`src/rtl/xor_gate_pkg.sv`:
```
// xor_gate_pkg: shared defaults and saturating-increment helper for the XOR difference unit
package xor_gate_pkg;
  localparam int XOR_WIDTH_DEF = 1;
  localparam int XOR_CNT_W_DEF = 16;
  function automatic logic [63:0] sat_inc(input logic [63:0] value, input int unsigned width);
    logic [63:0] max;
    max = (width >= 64) ? '1 : (64'(1) << width) - 64'(1);
    return (value >= max) ? max : value + 64'(1);
  endfunction
endpackage

```
`src/rtl/xor_gate_core_sat_counter.sv`:
```
// sat_counter: saturating event counter, priority rst > clr > inc
module sat_counter
  import xor_gate_pkg::*;
#(
  parameter int CNT_W = XOR_CNT_W_DEF
) (
  input  logic             clk,
  input  logic             rst,
  input  logic             clr,
  input  logic             inc,
  output logic [CNT_W-1:0] count
);
  logic [CNT_W-1:0] count_q, count_d;
  if (CNT_W < 1 || CNT_W > 64) begin : g_bad_cnt_w
    $error("sat_counter: CNT_W must be in 1..64");
  end
  always_comb begin
    count_d = clr ? '0 : inc ? CNT_W'(sat_inc(64'(count_q), CNT_W)) : count_q;
  end
  always_ff @(posedge clk) begin
    if (rst) count_q <= '0;
    else     count_q <= count_d;
  end
  assign count = count_q;
endmodule

```
`src/rtl/xor_gate_core.sv`:
```
// xor_gate_core: bitwise XOR with registered copy, reduction flags and saturating difference count
module xor_gate_core
  import xor_gate_pkg::*;
#(
  parameter int WIDTH = XOR_WIDTH_DEF,
  parameter int CNT_W = XOR_CNT_W_DEF
) (
  input  logic             clk,
  input  logic             rst,
  input  logic [WIDTH-1:0] a,
  input  logic [WIDTH-1:0] b,
  input  logic             in_valid,
  input  logic             clr,
  output logic [WIDTH-1:0] y,
  output logic [WIDTH-1:0] y_q,
  output logic             out_valid,
  output logic             diff_any,
  output logic             parity,
  output logic [CNT_W-1:0] diff_count
);
  logic [WIDTH-1:0] y_d;
  logic             valid_q, valid_d;
  if (WIDTH < 1) begin : g_bad_width
    $error("xor_gate_core: WIDTH must be >= 1");
  end
  assign y = a ^ b;
  always_comb begin
    y_d     = in_valid ? y : y_q;
    valid_d = in_valid;
  end
  always_ff @(posedge clk) begin
    if (rst) begin
      y_q     <= '0;
      valid_q <= 1'b0;
    end else begin
      y_q     <= y_d;
      valid_q <= valid_d;
    end
  end
  assign out_valid = valid_q;
  assign diff_any  = |y_q;
  assign parity    = ^y_q;
  sat_counter #(.CNT_W(CNT_W)) u_cnt (
    .clk   (clk),
    .rst   (rst),
    .clr   (clr),
    .inc   (in_valid & (|y)),
    .count (diff_count)
  );
endmodule

```
`config.mk`:
```
export PLATFORM = sky130hd
export DESIGN_NAME = xor_gate_core
export DESIGN_NICKNAME = d
export VERILOG_FILES = /design/src/rtl/xor_gate_pkg.sv /design/src/rtl/xor_gate_core_sat_counter.sv /design/src/rtl/xor_gate_core.sv
export SDC_FILE = /design/constraint.sdc
export NUM_CORES = 1
export LEC_CHECK = 0
export ABC_CLOCK_PERIOD_IN_PS = 1500
export CAP_MARGIN = 20
export CORE_MARGIN = 2
export CORE_UTILIZATION = 41
export DETAILED_ROUTE_END_ITERATION = 10
export PLACE_DENSITY_LB_ADDON = 0.3
export SLEW_MARGIN = 5
export SYNTH_ARGS = -nofsm -noshare
export SYNTH_HDL_FRONTEND = slang
export SYNTH_SLANG_ARGS = --single-unit
```
`constraint.sdc`:
```
create_clock -name clk -period 1.5 [get_ports clk]
set_clock_uncertainty 0.1 [all_clocks]
set_input_delay 0.3 -clock clk [delete_from_list [all_inputs] [get_ports clk]]
set_output_delay 0.3 -clock clk [all_outputs]
set_load 0.005 [all_outputs]
```
=== Word level (Yosys, flattened, before mapping) ===
Cells that the tools add are included.

* Register bits: 18
* Bits of input ports: 6
* Word-level logic and storage cells: 9

* Add/sub/neg operators: 1
* $lt $le $gt $ge: 1
* Muxes and demuxes: 1
* Bitwise gates (word level): 2
* Reductions and logical operators: 1

{| class="wikitable"
|+ Operators with widths
! cell !! count
|-
| adder 16 x 1 -> 16 bit (second input constant) || 1
|-
| >= comparator 16 bit (second input constant) || 1
|-
| 2-to-1 mux 16 bit || 1
|-
| OR reduction 2 bit || 1
|-
| AND 1 bit || 1
|-
| XOR 1 bit || 1
|}

=== Longest topological paths before layout ===
* Word-level depth: 2
* Depth in mapped cells: 5
* Depth with buffers taken out: 5

=== Hierarchy ===
Synthesis repeated with hierarchy kept, for this count alone.

* Cell total of the unflattened synthesis: 92
* Area total of the unflattened synthesis: 870.8 um2

{| class="wikitable"
|+ By module, submodules not included
! module !! instances !! cells an instance !! area each (um2) !! sequential area each (um2)
|-
| sat_counter || 1 || 82 || 779.5 || 320.3
|-
| xor_gate_core || 1 || 10 || 91.3 || 40.0
|}

=== Worst setup path before layout ===
No wires, ideal clock.

* Kind: flip-flop to flip-flop
* Start: register u_cnt.count_q[4], in the netlist u_cnt.count[4]
* End: register u_cnt.count_q[15], in the netlist u_cnt.count[15]
* Library setup time: 86 ps
* Data arrival time: 1509 ps
* Required time: 1314 ps
* Setup slack: -195 ps
* Stages on the path, launching flop included: 5
* Cell sequence: dfxtp_1 > and4_2 > nand3_4 > or4_1 > a211oi_1

* Cells in the longest elaborated chain, start to end: 2
* Elaborated cells between the ends (all ways): 3

{| class="wikitable"
|+ RTL lines
! item !! RTL line !! source
|-
| start: declaration || xor_gate_core_sat_counter.sv:13 || <nowiki>logic [CNT_W-1:0] count_q, count_d;</nowiki>
|-
| start signal: assignment || xor_gate_core_sat_counter.sv:22 || <nowiki>else count_q <= count_d;</nowiki>
|-
| adder 16 x 1 -> 16 bit / >= comparator 16 bit (equally long branches) || xor_gate_pkg.sv:8 || <nowiki>return (value >= max) ? max : value + 64'(1);</nowiki>
|-
| 2-to-1 mux 16 bit (*) || xor_gate_pkg.sv:8 ||
|}

Every way passes the cells marked *; elsewhere a longest branch is shown, timed or not.
A chain may end at the register's enable or synchronous reset.

=== Worst setup path in the final report ===
* Start: register u_cnt.count_q[1], in the netlist u_cnt.count[1]
* End: register u_cnt.count_q[8], in the netlist u_cnt.count[8]

The elaborated chain is that of the path after synthesis.

==> impl_metrics.json <==
{
  "status": "complete, but fails checks",
  "violations": "setup timing",
  "synth_top_area_cell": "dfxtp_1",
  "cts-root-buf": "clkbuf_4",
  "nNetsFinal": 179,
  "io_buffer_count": 26,
  "num_rows": 17,
  "routed_via_density": 5.84,
  "die-area_mm2": 0.00260,
  "critPathKind": "reg2reg",
  "slew_headroom_pct": 71.6,
  "fmax_ghz": 0.582,
  "final_common_cell": "buf_4",
  "cts_hold_buf": 0,
  "max-vdd-ir-drop_uv": 524,
  "fin_crit_sh_pct": 114,
  "critical_path_arrival_ns": 1.85,
  "route.detailed.drc": 0,
  "ctsLongestPathBuffers": 2,
  "hold_viol": 0,
  "synthesis.nets": 106,
  "clkTransAtPathRegs_ns": 0.10,
  "synth_area_um2": 905,
  "grt_usage_pct": 28.6,
  "slowest_stage": "and2b_4",
  "grt_max_degree": 17,
  "endpoint_kind": "flip-flop",
  "die_h_um": 51.0,
  "netlist.area_leader.share_pct": 39.8,
  "numCtsBuffers": 3,
  "cellPowerDensity_mw_per_mm2": 503,
  "gp_congestion": 0.833,
  "min_period_ns": 1.72,
  "slew_viol_final": 0,
  "power_uw": 898,
  "multi_input_area_um2": 712,
  "antenna_found_initial": 0,
  "critical_path.cell_chain": "buf_6, ha_4, nand4_1, and2b_4, nand3_2, a21oi_1",
  "synthTopCellsByArea": "dfxtp_1 40%, a21oi_1 6.1%, xor2_1 4.8%, nand3_4 3.9%, nand2_1 3.3%",
  "pin_count": 27,
  "final_cell_mix": "40 x buf_4, 22 x dlygate4sd2_1, 14 x dfxtp_2",
  "wl_per_cell_um": 19.3,
  "n_antenna_cell": 0,
  "cp_max_fo": 6,
  "slowest_delay_ns": 0.40,
  "synth_flop_cell": "dfxtp_1",
  "grt_pass1_wl_um": 5430,
  "yosysSeqAreaShare_pct": 39.8,
  "area_growth_pct": 97.4,
  "num_vias": 1162,
  "grt_pass1_vias": 1199,
  "routed.top_layer": "met4",
  "start_util_pct": 42.1,
  "postSynthAreaPerCell_um2": 9.14,
  "crit_required_ns": 1.63,
  "synth_cells": 99,
  "clk_latency_ns": 0.31,
  "worstMarginPinSlew_ns": 0.426,
  "met3WireLength_um": 190,
  "synth_seq_cells": 18,
  "fin_ws_ns": -0.217,
  "ant_nets": 0,
  "nFillCells": 124,
  "rsz0062_at_grt": "true",
  "min_path_type": "in2reg",
  "regArea_um2": 389,
  "fin_hold_ws_ns": 0.464,
  "first_pass_iters": 4,
  "layout-drive-gt1-share_pct": 60.2,
  "drt_iter0_drc": 49,
  "cap_violations": 0,
  "setup_viol": 16,
  "grt.overflow.total": 0,
  "die_x_um": 51.0,
  "clock-sinks": 18,
  "drt-total-wl_um": 3850,
  "wl_met1_um": 1460,
  "cp-start-kind": "flip-flop",
  "p_leak_uw": 0.000754,
  "synthArstFlopShare_pct": 0,
  "h-tree-depth": 1,
  "dr_wl_met2_um": 2040,
  "tritoncts": "yes",
  "dpl.hpwl_um": 1850,
  "yosysWarnings": 0,
  "ys_types": 36,
  "core_area_mm2": 0.00215,
  "synth_edf_count": 0
}
==> worst max-delay path, delay by kind of cell (launching register included) <==
family / cells / cell delay (ns)
flops: 1 / 0.35
simple gates: 3 / 0.75
fa+ha+maj: 1 / 0.12
compound gates: 1 / 0.21
buf+inv: 1 / 0.10
==> state kept, by name (all words and copies together), names as in the netlist <==
| name | count |
|---|---|
| diff_any | 1 |
| out_valid | 1 |
| u_cnt.count | 16 |
==> per-stage QoR <==
step / setup WS [ns] / utilization (%) / setup TNS (ns) / instances / instance area, µm²
CTS: -0.100 / 78.2 / -0.513 / 198 / 1680
global placement: -0.544 / 65.2 / -8.54 / 176 / 1400
floorplan: -0.0824 / - / -0.104 / 99 / 921
global route: -0.270 / 83.1 / -3.19 / 199 / 1790
detailed placement: -0.599 / 65.2 / -9.30 / 176 / 1400
finish: -0.217 / 83.1 / -2.39 / 199 / 1790
==> area by class of cell <==
type / count / area share, %
clock buffers: 4 / 2.03
well taps: 28 / 1.96
repair buffers: 72 / 33.7
inverters: 2 / 0.631
multi-input cells: 75 / 39.9
flip-flops and latches: 18 / 21.8
==> where the power goes <==
part / switching [µW] / total (µW) / internal, µW
Combinational: 47.0 / 103 / 55.7
Clock: 166 / 315 / 148
Sequential: 3.24 / 480 / 477
Total: 216 / 898 / 681
==> cells by family after synthesis <==
| logic type | share of synthesized area (%) |
|---|---|
| AND/OR/NAND/NOR | 30.2 |
| XOR/XNOR | 7.88 |
| AO/OA/AOI/OAI | 15.9 |
| multiplexers | 1.11 |
| buffers and inverters | 3.73 |
| flip-flops | 39.8 |
| adder cells (fa/ha/maj) | 1.38 |
==> what timing repair did <==
item | 4_1_cts | 5_1_grt
resized for setup | 64 | 20
setup buffers | 18 | 1
pin swaps | 12 | 9
setup endpoints to repair | 37 | 16
cloned | 0 | 1
==> Yosys cell counts, drive strengths merged, types with 3 or more instances <==
master  number
a21oi       11
a31oi        3
and3         3
buf          3
dfxtp       18
nand2        8
nand3        6
nand4        3
nor3         3
nor4         4
or4          3
xor2         6
==> per-layer routing <==
metal,up-vias,global-route usage [%]
li1,523,-
met1,573,31.1
met2,50,50.4
met3,16,2.34
met4,0,22.5
met5,-,0
==> final timing paths <==
kind / startpoint / to / slack [ns] / cells past startpoint
max: u_cnt.count[1] / u_cnt.count[8] / -0.22 / 6
min reg2reg: u_cnt.count[4] / u_cnt.count[4] / 0.48 / 2
max reg2reg: u_cnt.count[1] / u_cnt.count[8] / -0.22 / 6
min: in_valid / out_valid / 0.46 / 3
Note: power is estimated with default switching activity, not from simulation.
